<file path="config.mk">
export PLATFORM = sky130hd
export DESIGN_NAME = vrp_fifo_v2
export DESIGN_NICKNAME = d
export VERILOG_FILES = /design/src/rtl/vrp_fifo_pkg.sv /design/src/rtl/vrp_fifo_oreg.sv /design/src/rtl/vrp_fifo_v2.sv
export SDC_FILE = /design/constraint.sdc
export NUM_CORES = 1
export LEC_CHECK = 0
export CAP_MARGIN = 20
export CORE_ASPECT_RATIO = 0.5
export CORE_MARGIN = 2
export CORE_UTILIZATION = 38
export DETAILED_ROUTE_END_ITERATION = 8
export GPL_TIMING_DRIVEN = 0
export PLACE_DENSITY = 0.62
export SLEW_MARGIN = 40
export SYNTH_ARGS = -nofsm -noshare
export SYNTH_HDL_FRONTEND = slang
export SYNTH_SLANG_ARGS = --single-unit
</file>
<file path="constraint.sdc">
create_clock -name clk -period 7.3 [get_ports clk]
set_clock_uncertainty 0.2 [all_clocks]
set_input_delay 0.73 -clock clk [delete_from_list [all_inputs] [get_ports clk]]
set_output_delay 0.73 -clock clk [all_outputs]
set_load 0.1 [all_outputs]
</file>
<file path="src/rtl/vrp_fifo_pkg.sv">
`default_nettype none
// ============================================================================
//  Module      : vrp_fifo_pkg
//  Description : Shared width helpers for the vrp_fifo_v2 valid/ready FIFO.
//                The index and occupancy types are parameterised in the
//                module, so only functions live here.
//  Revision    : 1.0 - initial release
// ============================================================================
package vrp_fifo_pkg;

  // Bits needed to hold a count ranging over 0..n (inclusive).
  function automatic int unsigned cnt_width(input int unsigned n);
    return (n < 2) ? 1 : $clog2(n + 1);
  endfunction

  // Bits needed to index n entries (0..n-1), never less than one.
  function automatic int unsigned pntr_width(input int unsigned n);
    return (n < 3) ? 1 : $clog2(n);
  endfunction

endpackage
`default_nettype wire

</file>
<file path="src/rtl/vrp_fifo_oreg.sv">
`default_nettype none
// ============================================================================
//  Module      : vrp_fifo_oreg
//  Description : Output register stage for vrp_fifo_v2. Holds the prefetched
//                head entry and its valid flag so pld_m/vld_m come straight
//                from flops.
//  Revision    : 1.0 - initial release
// ============================================================================
module vrp_fifo_oreg #(
  parameter int PLD_WIDTH = 32
) (
  input  logic                 clk,
  input  logic                 rst,
  input  logic                 flush_i,
  input  logic                 load_i,
  input  logic                 pop_i,
  input  logic [PLD_WIDTH-1:0] pld_i,
  output logic                 vld_o,
  output logic [PLD_WIDTH-1:0] pld_o
);

  logic                 vld_q, vld_d;
  logic [PLD_WIDTH-1:0] pld_q;

  // Valid next-state: flush clears, a load refills, a pop without refill empties.
  always_comb begin
    vld_d = vld_q;
    if (flush_i)     vld_d = 1'b0;
    else if (load_i) vld_d = 1'b1;
    else if (pop_i)  vld_d = 1'b0;
  end

  // Valid flag register, cleared by reset.
  always_ff @(posedge clk or posedge rst) begin
    if (rst) vld_q <= 1'b0;
    else     vld_q <= vld_d;
  end

  // Payload register needs no reset; it is qualified by vld_q.
  always_ff @(posedge clk) begin
    if (load_i) pld_q <= pld_i;
  end

  assign vld_o = vld_q;
  assign pld_o = pld_q;

endmodule
`default_nettype wire

</file>
<file path="src/rtl/vrp_fifo_v2.sv">
`default_nettype none
// ============================================================================
//  Module      : vrp_fifo_v2
//  Description : Valid/ready FIFO with arbitrary DEPTH (>=2), occupancy count,
//                runtime almost-full/almost-empty thresholds and synchronous
//                flush. Optional output register enabled by defining
//                VRP_FIFO_V2_OREG_EN (adds one cycle of push->vld_m latency).
//  Revision    : 1.0 - initial release
// ============================================================================
module vrp_fifo_v2
  import vrp_fifo_pkg::*;
#(
  parameter int PLD_WIDTH  = 32,
  parameter int DEPTH      = 8,
  parameter int PNTR_WIDTH = pntr_width(DEPTH),
  parameter int CNT_WIDTH  = cnt_width(DEPTH)
) (
  input  logic                 clk,
  input  logic                 rst,
  input  logic                 flush,
  input  logic                 vld_s,
  output logic                 rdy_s,
  input  logic [PLD_WIDTH-1:0] pld_s,
  output logic                 vld_m,
  output logic [PLD_WIDTH-1:0] pld_m,
  input  logic                 rdy_m,
  input  logic [CNT_WIDTH-1:0] af_thr,
  input  logic [CNT_WIDTH-1:0] ae_thr,
  output logic [CNT_WIDTH-1:0] count,
  output logic                 almost_full,
  output logic                 almost_empty
);

  logic [PNTR_WIDTH-1:0] wr_q, wr_d;
  logic [PNTR_WIDTH-1:0] rd_q, rd_d;
  logic [CNT_WIDTH-1:0]  count_q, count_d;
  logic [PLD_WIDTH-1:0]  mem_q [DEPTH];

  logic full, empty, push, pop, rd_adv;

  // All status derives from the count register, never from index compares.
  assign full  = (count_q == CNT_WIDTH'(DEPTH));
  assign empty = (count_q == '0);
  assign rdy_s = !full && !flush;
  assign push  = vld_s && rdy_s;
  assign pop   = vld_m && rdy_m;

`ifdef VRP_FIFO_V2_OREG_EN
  logic oreg_vld;
  logic mem_nonempty;
  logic prefetch;

  // Entries still in memory exclude the one parked in the output register.
  assign mem_nonempty = ((count_q - CNT_WIDTH'(oreg_vld)) != '0);
  // Refill the output slot whenever it is free or draining this cycle.
  assign prefetch     = mem_nonempty && (!oreg_vld || pop) && !flush;
  assign rd_adv       = prefetch;
  assign vld_m        = oreg_vld && !flush;

  vrp_fifo_oreg #(
    .PLD_WIDTH (PLD_WIDTH)
  ) u_oreg (
    .clk     (clk),
    .rst     (rst),
    .flush_i (flush),
    .load_i  (prefetch),
    .pop_i   (pop),
    .pld_i   (mem_q[rd_q]),
    .vld_o   (oreg_vld),
    .pld_o   (pld_m)
  );
`else
  // Head entry read straight from memory; push visible one cycle later.
  assign rd_adv = pop;
  assign vld_m  = !empty && !flush;
  assign pld_m  = mem_q[rd_q];
`endif

  // Next-state for indices and occupancy; flush overrides everything.
  always_comb begin
    wr_d    = wr_q;
    rd_d    = rd_q;
    count_d = count_q;
    if (flush) begin
      wr_d    = '0;
      rd_d    = '0;
      count_d = '0;
    end else begin
      if (push)   wr_d = (wr_q == PNTR_WIDTH'(DEPTH - 1)) ? '0 : wr_q + PNTR_WIDTH'(1);
      if (rd_adv) rd_d = (rd_q == PNTR_WIDTH'(DEPTH - 1)) ? '0 : rd_q + PNTR_WIDTH'(1);
      case ({push, pop})
        2'b10:   count_d = count_q + CNT_WIDTH'(1);
        2'b01:   count_d = count_q - CNT_WIDTH'(1);
        default: count_d = count_q;
      endcase
    end
  end

  // Index and count registers, cleared asynchronously.
  always_ff @(posedge clk or posedge rst) begin
    if (rst) begin
      wr_q    <= '0;
      rd_q    <= '0;
      count_q <= '0;
    end else begin
      wr_q    <= wr_d;
      rd_q    <= rd_d;
      count_q <= count_d;
    end
  end

  // Storage array, written only on an accepted push; contents not reset.
  always_ff @(posedge clk) begin
    if (push) mem_q[wr_q] <= pld_s;
  end

  assign count        = count_q;
  assign almost_full  = (count_q >= af_thr);
  assign almost_empty = (count_q <= ae_thr);

endmodule
`default_nettype wire

</file>
# Word-level counts from Yosys, hierarchy flattened
# Memory sizes are Yosys's and may differ from the RTL's.
# Index checks and enable logic that the tools add are counted.
[op_classes]
add_sub_neg = 4
magnitude_cmp = 2
eq_ne = 5
n_mux = 10
n_reduce_logical = 11
[ops]
columns = ["cell", "count"]
rows = [
  ["3-bit 2-to-1 mux", 6],
  ["4-bit case mux with 2 select lines", 1],
  ["3-bit by 1-bit adder with 3-bit output (second input constant)", 2],
  ["3-bit equality test (second input constant)", 2],
  ["4-bit by 1-bit adder with 4-bit output (second input constant)", 1],
  ["4-bit equality test (second input constant)", 1],
  ["4-bit greater-or-equal comparator", 1],
  ["4-bit less-or-equal comparator", 1],
  ["1-bit logical AND", 4],
  ["4-bit logical NOT", 1],
  ["4-bit 2-to-1 mux", 1],
  ["2-bit nonzero test", 2],
  ["4-bit by 1-bit subtractor with 4-bit output (second input constant)", 1],
  ["1-bit logical NOT", 3],
  ["3-bit nonzero test", 1],
  ["2-bit by 1-bit equality test with 1-bit output (second input constant)", 1],
  ["2-bit equality test (second input constant)", 1],
  ["1-bit 2-to-1 mux", 2],
]
[word_totals]
regBits = 10
mem_bits_rw = 256
input_bits = 45
output_inout_bits = 40
elab_cells = 36
mem_count = 1
[memory_table]
columns = ["memory", "depth", "width", "read_ports", "rd_clocked_by_memory_dff", "write_ports", "line_no", "source"]
rows = [
  ["mem_q", 8, 32, 1, 0, 1, "vrp_fifo_v2.sv:37", "logic [PLD_WIDTH-1:0] mem_q [DEPTH];"],
]

# Depth between registers and ports, before layout
[logic_depth]
depth_word = 7
depth_mapped = 11
ltp_nobuf = 9

# Least setup slack after synthesis
# No wires, ideal clock.
[synth_timing]
path_type = "register -> register"
start = "register count_q[1], in the netlist count[1]"
end = "memory mem_q[4][0] (enable)"
setup_ns = 0.513
arrival_time_ns = 4.945
required_time_ns = 6.587
slack_ns = 1.642
path_stages_with_launch = 5
n_path_buf = 1
synth_period_minus_slack_ns = 5.658
path_cell_list = "dfrtp_1 > or4b_4 > nand2_1 > buf_4 > nor4b_1"
[synth_between]
elab_chain_cells = 6
[synth_lines]
columns = ["element", "line_no", "source"]
rows = [
  ["start, declared", "vrp_fifo_v2.sv:36", "logic [CNT_WIDTH-1:0] count_q, count_d;"],
  ["start signal, assigned", "vrp_fifo_v2.sv:108", "count_q <= count_d;"],
  ["4-bit equality test", "vrp_fifo_v2.sv:42", "assign full = (count_q == CNT_WIDTH'(DEPTH));"],
  ["1-bit logical NOT", "vrp_fifo_v2.sv:44", "assign rdy_s = !full && !flush;"],
  ["1-bit logical AND", "vrp_fifo_v2.sv:44", ""],
  ["1-bit logical AND", "vrp_fifo_v2.sv:45", "assign push = vld_s && rdy_s;"],
  ["1-bit 2-to-1 mux", "vrp_fifo_v2.sv:114", "if (push) mem_q[wr_q] <= pld_s;"],
  ["1-bit 2-to-1 mux (implied by the code)", "vrp_fifo_v2.sv:114", ""],
  ["end, declared", "vrp_fifo_v2.sv:37", ""],
]
# No other way between the ends.

# Final worst setup path
[layout_timing]
start = "register rd_q[1]"
end = "output port pld_m[22]"
[layout_between]
elab_chain_cells = 1
[layout_lines]
columns = ["element", "line_no", "source"]
rows = [
  ["start, declared", "vrp_fifo_v2.sv:35", "logic [PNTR_WIDTH-1:0] rd_q, rd_d;"],
  ["start signal, assigned", "vrp_fifo_v2.sv:107", "rd_q <= rd_d;"],
  ["memory 8 x 32 bit", "n/a", ""],
  ["end, declared", "vrp_fifo_v2.sv:25", "output logic [PLD_WIDTH-1:0] pld_m,"],
]
# No other way between the ends.

==> impl_metrics.py <==
metrics = {
    "synthesis": {
        "async_flop_share": 0.0376,
        "synth_cell_types": 42,
        "synthTopCellsByArea": "edfxtp_1, mux4_2, mux2_2",
        "synth_top_area_frac": 0.731,
        "synth_fp_nets": 528,
        "netlist_area_sq_mm": 0.0105,
        "yosysWarningCount": 0,
        "ys_seq_area_frac": 0.755,
        "synthFlopType": "edfxtp_1",
        "synth-seq-cells": 266,
        "syn_inst": 468,
        "synth.avg_cell_area_sq_um": 22.5,
        "synth_top_cell_by_area": "edfxtp_1",
        "synth_edf_count": 256,
    },
    "cts": {
        "root_buffer": "clkbuf_16",
        "cts_tree": "done",
        "postCtsSetupRepairBufs": 0,
        "max-clock-path-buffers": 3,
        "hold_buffers": 0,
        "cts.reportedPaths.clkPinSlew_ns": 0.06,
        "cts_buffers": 26,
        "cts.sinks": 266,
        "cts.repair.resized": 0,
        "htree_levels": 1,
        "clk_latency_ns": 0.52,
    },
    "setup_path": {
        "startpoint_type": "register",
        "cp_num_buf_inv": 3,
        "slowest_delay_ns": 0.61,
        "critPathLaunch": "rd_q[1]$_DFFE_PP0P_",
        "crit_slowest_cell": "clkbuf_1",
        "r2r_slack_ns": 4.40,
        "crit_path_cell_trace": "buf_2 -> clkbuf_1 -> mux4_2 -> mux2_2 -> buf_2",
        "worstPathRequired_ns": 6.37,
        "r2r-start": "count[1]$_DFFE_PP0P_",
        "worstSetupEndpoint": "pld_m[22]",
        "crit_cells": 5,
        "arrival_ns": 2.77,
        "cp_common_cell": "buf_2",
        "rr_endpoint": "count[3]$_DFFE_PP0P_",
        "reg2regPathDepth": 10,
        "criticalPathCategory": "register to output port",
        "cp-end-kind": "output port",
        "path_delay_family": "buffers and inverters",
        "cp_max_fo": 10,
    },
    "sta": {
        "whs_ns": 0.314,
        "setup_viol": 0,
        "hold_viol_final": 0,
        "grt_setup_unrepaired": "no",
        "clock.fmax_mhz": 270,
        "worst_pin_slew_ns": 0.764,
        "final_max_slew_viol_count": 0,
        "period_share": 0.507,
        "fin_ws_ns": 3.60,
        "slew_headroom": 0.491,
        "finalWorstPathRequiredPeriod_ns": 3.70,
    },
    "placed_design": {
        "portBuffers": 83,
        "hpwl_um": 14600,
        "dp.cells": 957,
        "post-place-ws_ns": 3.75,
        "gp_congestion": 0.716,
    },
    "detailed_routing": {
        "drt_first_pass_iters": 4,
        "routed_via_density": 5.04,
        "drtAntennaViolNets": 0,
        "route.detailed.drc": 0,
        "routed_wl_um": 20700,
        "drtIter0Drc": 339,
        "route.detailed.wl_per_inst_um": 20.7,
        "vias": 5047,
    },
    "power": {
        "leakage_nw": 4.35,
        "p_total_mw": 4.33,
        "vdd_drop_max_mv": 0.171,
        "power_density_mw_per_mm2": 337,
    },
    "grt": {
        "antenna_found_initial": 1,
        "overflow": 0,
        "grt_pass1_vias": 5433,
        "grt_max_degree": 15,
        "grt_pass1_wl_um": 31900,
        "grtUsageTotal": 0.147,
    },
    "worst_hold_path": {
        "hold_class": "input pin to async pin",
    },
    "run_status": {
        "status": "finished clean",
    },
    "final_layout": {
        "layout.nets": 693,
        "synthToLayoutAreaGrowth_pct": 22.0,
        "stdcell_count": 1002,
        "drive_above_1_share": 0.391,
    },
    "floorplan": {
        "start_util": 0.393,
        "core_area_sq_mm": 0.0268,
        "rows": 42,
        "io_pins": 85,
        "die_area_sq_mm": 0.0291,
        "dieWidth_um": 239,
        "die_h_um": 122,
    },
    "flow_run": {
        "drv_cap": 0,
    },
}
worst min-delay path by stage:
stage	from	to	slack, ns	cells past startpoint
floorplan	rst	count[0]$_DFFE_PP0P_	0.37	1
global placement	wr_q[1]$_DFFE_PP0P_	wr_q[1]$_DFFE_PP0P_	0.43	2
detailed placement	rd_q[1]$_DFFE_PP0P_	rd_q[1]$_DFFE_PP0P_	0.47	3
CTS	flush	rd_q[1]$_DFFE_PP0P_	0.31	2
global route	flush	rd_q[2]$_DFFE_PP0P_	0.34	2
finish	rst	count[0]$_DFFE_PP0P_	0.31	2
state kept, by name (all words and copies together), names as in the netlist:
register,flops
mem_q,256
count,4
rd_q,3
wr_q,3
power by group:
part	total [mW]	switching [mW]	internal (mW)
Combinational	1.27	0.884	0.388
Clock	1.30	0.542	0.757
Sequential	1.76	0.0388	1.72
Total	4.33	1.46	2.87
synth_stat cells, types with 2 or more instances:
library cell,instances
nor4b_1,2
buf_2,5
mux2i_1,2
o2bb2ai_1,2
nand2_1,7
edfxtp_1,256
mux4_2,64
a21o_1,2
nor3b_1,2
ha_1,14
o21ai_0,4
nor2_1,7
buf_1,5
dfrtp_1,10
inv_1,10
buf_6,5
clkbuf_1,5
mux2_2,32
nor2b_1,2
nand2b_1,3
nand3_1,3
nor3_1,3
a21oi_1,4
layer usage:
layer / up-vias / share of wire / track usage / wire [um]
met5: - / 0 / 0 / 0
met4: 0 / 0.015 / 0.0297 / 307
met3: 24 / 0.036 / 0.0224 / 755
met2: 82 / 0.50 / 0.255 / 10400
met1: 2660 / 0.45 / 0.200 / 9230
li1: 2281 / - / - / -
cells by family (layout without fill, tap and decap cells):
group | Yosys count | count (layout) | share of synthesized area
flip-flops | 266 | 266 | 0.755
multiplexers | 99 | 99 | 0.175
AND/OR/NAND/NOR | 39 | 39 | 0.0231
buffers and inverters | 31 | 212 | 0.0156
AO/OA/AOI/OAI | 16 | 16 | 0.0102
adder cells (fa/ha/maj) | 15 | 15 | 0.0186
XOR/XNOR | 2 | 2 | 0.00345
other | 0 | 1 | 0
placed cells by master (no fill, tap or decap), types with 3 or more instances in the layout:
cell type / instances
edfxtp_1: 256
buf_2: 76
mux4_2: 64
clkdlybuf4s50_1: 43
mux2_2: 32
clkbuf_16: 26
buf_4: 20
ha_1: 14
inv_1: 10
dfrtp_1: 10
clkbuf_1: 8
nand2_1: 7
buf_6: 7
nor2_1: 6
buf_1: 5
clkinv_2: 5
a21oi_1: 4
o21ai_0: 4
clkinv_1: 4
nand2b_1: 3
nand3_1: 3
bufinv_16: 3
final cells by class:
type                    instances  area [sq um]
multi-input cells             171          2460
fillers                      2202         14000
plain buffers                  21           128
clock buffers                  30           666
repair buffers                137          1010
clock inverters                14           155
inverters                      10          37.5
well taps                     352           440
diodes                          1          2.50
flip-flops and latches        266          7940
per-stage QoR:
step / instance area (sq um) / util / TNS [ns]
finish: 12800 / 0.479 / 0
global route: 12800 / 0.479 / 0
CTS: 12800 / 0.479 / 0
detailed placement: 12000 / 0.448 / 0
global placement: 11800 / 0.440 / -170.74
floorplan: 10500 / - / 0
Power figures use the tool's default switching activity.
